$ cat src/rtl/i2s_pkg.sv
`default_nettype none
// ============================================================
// Package : i2s_pkg
// Shared FSM encoding, sizing constants and slot-length helper.
// Rev     : 1.0
// ============================================================
package i2s_pkg;

  localparam int DEFAULT_WIDTH = 16;
  localparam int CNT_MAX       = 63;
  localparam int CNT_W         = 6;

  typedef enum logic [1:0] {
    ST_SYNC       = 2'd0,
    ST_CAP_L_WAIT = 2'd1,
    ST_CAP_R      = 2'd2
  } state_e;

  // A slot is the right length when the counter has seen exactly width-1
  // bits before the edge that samples its LSB.
  function automatic logic slot_len_ok(input logic [CNT_W-1:0] cnt, input int width);
    return cnt == CNT_W'(width - 1);
  endfunction

endpackage
`default_nettype wire

$ cat src/rtl/i2s_ws_edge.sv
`default_nettype none
// ============================================================
// Module : i2s_ws_edge
// Delays ws by one sck and flags slot boundaries with their channel.
// Rev    : 1.0
// ============================================================
module i2s_ws_edge (
  input  logic sck,
  input  logic rst,
  input  logic i_ws,
  output logic o_ws_event,
  output logic o_channel
);

  logic ws_d1_q;
  logic ws_d1_d;

  always_comb begin
    ws_d1_d = i_ws;
  end

  always_ff @(posedge sck or negedge rst) begin
    if (!rst) begin
      ws_d1_q <= 1'b0;
    end else begin
      ws_d1_q <= ws_d1_d;
    end
  end

  // The slot that ends on an event belongs to the previous ws level.
  assign o_ws_event = i_ws ^ ws_d1_q;
  assign o_channel  = ws_d1_q;

endmodule
`default_nettype wire

$ cat src/rtl/i2s_stereo_deserializer.sv
`default_nettype none
// ============================================================
// Module : i2s_stereo_deserializer
// Standard I2S receiver delivering left/right pairs over valid/ready.
// Rev    : 1.0
// ============================================================
module i2s_stereo_deserializer
  import i2s_pkg::*;
#(
  parameter int WIDTH = DEFAULT_WIDTH
) (
  input  logic             sck,
  input  logic             rst,
  input  logic             ws,
  input  logic             sd,
  output logic [WIDTH-1:0] out_left,
  output logic [WIDTH-1:0] out_right,
  output logic             out_valid,
  input  logic             out_ready,
  output logic             overrun,
  output logic             frame_err
);

  logic             ws_event;
  logic             channel;
  logic [WIDTH-1:0] word;
  logic             slot_good;
  logic             pair_done;
  logic             bad_slot;

  // The live sd bit is the LSB of the WIDTH-bit window, so only the
  // older WIDTH-1 bits need storage.
  logic [WIDTH-2:0] shift_q,     shift_d;
  logic [CNT_W-1:0] cnt_q,       cnt_d;
  state_e           state_q,     state_d;
  logic [WIDTH-1:0] left_q,      left_d;
  logic [WIDTH-1:0] out_left_q,  out_left_d;
  logic [WIDTH-1:0] out_right_q, out_right_d;
  logic             out_valid_q, out_valid_d;
  logic             overrun_q,   overrun_d;
  logic             frame_err_q, frame_err_d;

  i2s_ws_edge u_ws_edge (
    .sck        (sck),
    .rst        (rst),
    .i_ws       (ws),
    .o_ws_event (ws_event),
    .o_channel  (channel)
  );

  assign word      = {shift_q, sd};
  assign slot_good = slot_len_ok(cnt_q, WIDTH);

  always_comb begin
    shift_d = {shift_q[WIDTH-3:0], sd};
    if (ws_event) begin
      cnt_d = '0;
    end else if (cnt_q == CNT_W'(CNT_MAX)) begin
      cnt_d = cnt_q;
    end else begin
      cnt_d = cnt_q + CNT_W'(1);
    end
  end

  always_comb begin
    state_d   = state_q;
    left_d    = left_q;
    pair_done = 1'b0;
    bad_slot  = 1'b0;
    if (ws_event) begin
      unique case (state_q)
        ST_SYNC: begin
          state_d = ST_CAP_L_WAIT;
        end
        ST_CAP_L_WAIT: begin
          if (!slot_good) begin
            bad_slot = 1'b1;
          end else if (!channel) begin
            left_d  = word;
            state_d = ST_CAP_R;
          end
        end
        ST_CAP_R: begin
          state_d = ST_CAP_L_WAIT;
          if (!slot_good) begin
            bad_slot = 1'b1;
          end else if (channel) begin
            pair_done = 1'b1;
          end
        end
        default: begin
          state_d = ST_SYNC;
        end
      endcase
    end
  end

  // A finished pair may replace the held one only if it leaves this edge.
  always_comb begin
    out_left_d  = out_left_q;
    out_right_d = out_right_q;
    out_valid_d = out_valid_q;
    overrun_d   = overrun_q;
    frame_err_d = frame_err_q | bad_slot;
    if (pair_done) begin
      if (!out_valid_q || out_ready) begin
        out_left_d  = left_q;
        out_right_d = word;
        out_valid_d = 1'b1;
      end else begin
        overrun_d = 1'b1;
      end
    end else if (out_valid_q && out_ready) begin
      out_valid_d = 1'b0;
    end
  end

  always_ff @(posedge sck or negedge rst) begin
    if (!rst) begin
      shift_q     <= '0;
      cnt_q       <= '0;
      state_q     <= ST_SYNC;
      left_q      <= '0;
      out_left_q  <= '0;
      out_right_q <= '0;
      out_valid_q <= 1'b0;
      overrun_q   <= 1'b0;
      frame_err_q <= 1'b0;
    end else begin
      shift_q     <= shift_d;
      cnt_q       <= cnt_d;
      state_q     <= state_d;
      left_q      <= left_d;
      out_left_q  <= out_left_d;
      out_right_q <= out_right_d;
      out_valid_q <= out_valid_d;
      overrun_q   <= overrun_d;
      frame_err_q <= frame_err_d;
    end
  end

  assign out_left  = out_left_q;
  assign out_right = out_right_q;
  assign out_valid = out_valid_q;
  assign overrun   = overrun_q;
  assign frame_err = frame_err_q;

endmodule
`default_nettype wire

$ cat config.mk
export PLATFORM = sky130hd
export DESIGN_NAME = i2s_stereo_deserializer
export DESIGN_NICKNAME = d
export VERILOG_FILES = /design/src/rtl/i2s_pkg.sv /design/src/rtl/i2s_ws_edge.sv /design/src/rtl/i2s_stereo_deserializer.sv
export SDC_FILE = /design/constraint.sdc
export NUM_CORES = 1
export LEC_CHECK = 0
export CAP_MARGIN = 20
export CORE_MARGIN = 5
export CORE_UTILIZATION = 35
export CTS_CLUSTER_SIZE = 14
export DETAILED_ROUTE_END_ITERATION = 8
export PLACE_DENSITY = 0.6
export RECOVER_POWER = 50
export SYNTH_ARGS = -nofsm -noshare
export SYNTH_HDL_FRONTEND = slang
export SYNTH_SLANG_ARGS = --single-unit
$ cat constraint.sdc
create_clock -name sck -period 2.8 [get_ports sck]
set_clock_uncertainty 0.2 [all_clocks]
set_input_delay 0.56 -clock sck [delete_from_list [all_inputs] [get_ports sck]]
set_output_delay 0.56 -clock sck [all_outputs]
set_load 0.05 [all_outputs]
==> PnR_summary.wiki <==
{| class="wikitable"
! Metric !! Value
|-
| Initial antenna violation count || 0
|-
| Global routing usage summed across all routing layers || 0.1024
|-
| Highest Clock Rate || 433.6 MHz
|-
| Clock slew at reported path FFs || 0.07 ns
|-
| Gate family responsible for the most delay along the worst path || buffers and inverters
|-
| Max-slew violation count || 76
|-
| Via count of the first global-routing pass || 1774
|-
| Mapped Nets || 197
|-
| Post-CTS setup repair buffer count || 0
|-
| Clock root buffer || clkbuf_8
|-
| Worst slew margin relative to its limit || -0.1670
|-
| Largest fanout on the critical path || 32
|-
| Most area-hungry cell type in the Yosys netlist || dfrtp_1
|-
| Max clock buf depth || 2
|-
| Post-layout min period || 2.306 ns
|-
| WHS || 0.1964 ns
|-
| Most common cell after layout, fill and taps aside || dfrtp_1
|-
| Syn. warnings || 0
|-
| Flip-flop and latch count after synthesis || 75
|-
| Syn Std Cell Area || 0.002874 sq mm
|-
| Critical path data required time || 2.82 ns
|-
| Critical-path cell list || dlygate4sd3_1, inv_1, nand4_1, nor4_4, buf_12, mux2_2
|-
| TNS Setup || 0 ns
|-
| Period utilization || 0.8237
|-
| Port-buffer cells || 39
|-
| Standard-cell row count || 33
|-
| H-tree levels || 3
|-
| Kind of end point of the critical path || register
|-
| Violations in the final reports || capacitance limit, slew limit
|-
| Starting Density || 0.3551
|-
| Post-CTS Resized || 0
|-
| Final GP Congestion || 0.7248
|-
| Clock sinks || 75
|-
| Post-cts hold buffer count || 0
|-
| DRC || 0
|-
| Placeable core region || 0.008093 sq mm
|-
| Endpoints failing hold || 0
|-
| Count of maximum capacitance violations || 1
|-
| DIE AREA || 0.01012 sq mm
|-
| CTS tree || done
|-
| Worst stage delay on the critical path || 0.55 ns
|-
| Slowest-stage cell, CP || dlygate4sd3_1
|-
| Mean routed wirelength per cell || 13.77 um
|-
| Boundary Pins || 40
|-
| Number of instances in the synthesized netlist || 186
|-
| Insertion delay of the later-clocked pin in the worst-skew pair || 0.34 ns
|-
| Maximum number of pins on one net before global-route repair || 76
|-
| Unique masters post-synth || 30
|-
| Area share of the largest cell type after synthesis || 0.6530
|-
| Sequential-to-total area share from yosys stat || 0.6530
|-
| Horizontal die dimension || 100.6 um
|-
| Arrival time of data at the critical path endpoint || 2.33 ns
|-
| Result of the run || complete, but fails checks
|-
| Commonest cells after routing, fill and taps aside || dfrtp_1, mux2_2, clkdlybuf4s50_1, clkbuf_8
|-
| Area grow syn2layout || 24.81%
|-
| Setup Viol. Count Final || 0
|-
| CTS buffer count || 9
|-
| Buffering stage count on the worst path with inverters included || 3
|-
| Top cells by area in the synthesized netlist || dfrtp_1, mux2_2, ha_1
|-
| Die span in y || 100.6 um
|-
| Antenna Nets Post-Route || 0
|-
| DRT iter0 DRCs || 62
|-
| Total power density per cell area || 610.9 mW/mm^2
|-
| Mean cell area of the mapped netlist || 15.45 sq um
|-
| Overall routed net length || 4736 um
|-
| # nets final || 245
|-
| Vias after detailed routing || 1628
|-
| Minimum setup slack among reg-to-reg paths || 0.56 ns
|-
| Remaining Overflow, GRT || 0
|-
| Highest ir drop seen on vdd || 281.6 uV
|-
| Measured slew at the worst slew-check pin || 1.751 ns
|-
| Final HPWL DP || 3039 um
|-
| Total iterations of the first detailed-routing run || 4
|-
| Detail-routed via count per cell || 4.733
|-
| CP Class || in -> reg
|-
| Fraction of layout cells with a size suffix above 1 || 0.3054
|-
| Worst hold path class || reg -> reg
|-
| CP Launch Type || input port
|-
| Unrepaired setup endpoints after global routing || false
|-
| Static Leakage || 1.690 nW
|-
| Antenna Diode Count || 0
|-
| First-pass GRT wire length || 8224 um
|}
-- where the power goes --
group / leakage (nW) / switching, mW / internal, mW
clock network: 0.100 / 0.395 / 0.441
registers: 0.997 / 0.0462 / 1.12
logic: 0.592 / 0.109 / 0.0827
-- cells in the mapped netlist --
library cell and number:
dfrtp_1 75, mux2_2 46, ha_1 6, nor2_1 6, a31oi_1 5, inv_1 5
nor3_1 4, buf_4 3, nand3_1 3, o21ai_0 3, and3_1 2, clkbuf_1 2
mux2_1 2, nor2b_1 2, nor3b_1 2, nor4_4 2, o21bai_1 2, o221a_2 2
or2_4 2, xnor2_1 2, a21o_1 1, a21oi_1 1, a31o_2 1, buf_6 1
mux2i_1 1, nand2_1 1, nand2b_1 1, nand4_1 1, or2_2 1, xor2_1 1
-- through the flow --
stage               cells  cell area (sq um)  power (mW)    util  setup slack, ns
CTS                   344               3606       2.227  0.4456           0.4889
global route          344               3587       2.305  0.4433           0.3391
floorplan             186               2874       1.314       -           0.5606
global placement      328               3405       1.381  0.4207           0.3044
finish                344               3587       2.191  0.4433           0.4936
detailed placement    328               3405       1.383  0.4207           0.2619
-- area by class of cell --
class / instances / area, sq um
well taps: 105 / 131.4
inverters: 5 / 18.77
repair buffers: 43 / 421.7
multi-input cells: 100 / 937.1
clock buffers: 11 / 141.4
clock inverters: 5 / 60.06
fillers: 782 / 4506
flip-flops and latches: 75 / 1877
-- kinds of logic after synthesis --
group,Yosys count,share of synthesized area
AOI/OAI and AO/OA,15,0.03657
xor gates and xnor gates,3,0.009144
adders and majority gates,6,0.02612
buffers and inverters,11,0.02090
DFF,75,0.6530
muxes,49,0.1916
and+or+nand+nor,27,0.06269
-- registers in the layout, indices dropped and copies added (netlist names) --
register / count
overrun: 1
shift_q: 15
left_q: 16
cnt_q: 6
out_valid: 1
u_ws_edge.o_channel: 1
frame_err: 1
state_q: 2
out_left: 16
out_right: 16
-- per-layer routing --
layer / vias up / routed length (um) / global-route usage
met1: 828 / 2306 / 0.1314
li1: 758 / - / -
met3: 11 / 189 / 0.02630
met5: - / 0 / 0
met4: 0 / 89 / 0.05699
met2: 31 / 2151 / 0.1575
-- path summary, 6_finish.rpt --
kind                             startpoint            end  cells after the start
worst max-delay path                     ws  out_right[15]                      6
worst min-delay path            shift_q[13]    shift_q[14]                      0
worst max register to register     cnt_q[0]     left_q[14]                      6
worst min register to register  shift_q[13]    shift_q[14]                      0
max in group asynchronous               rst     left_q[15]                      2
min in group asynchronous               rst    out_left[0]                      2
(Power assumes the default switching activity.)
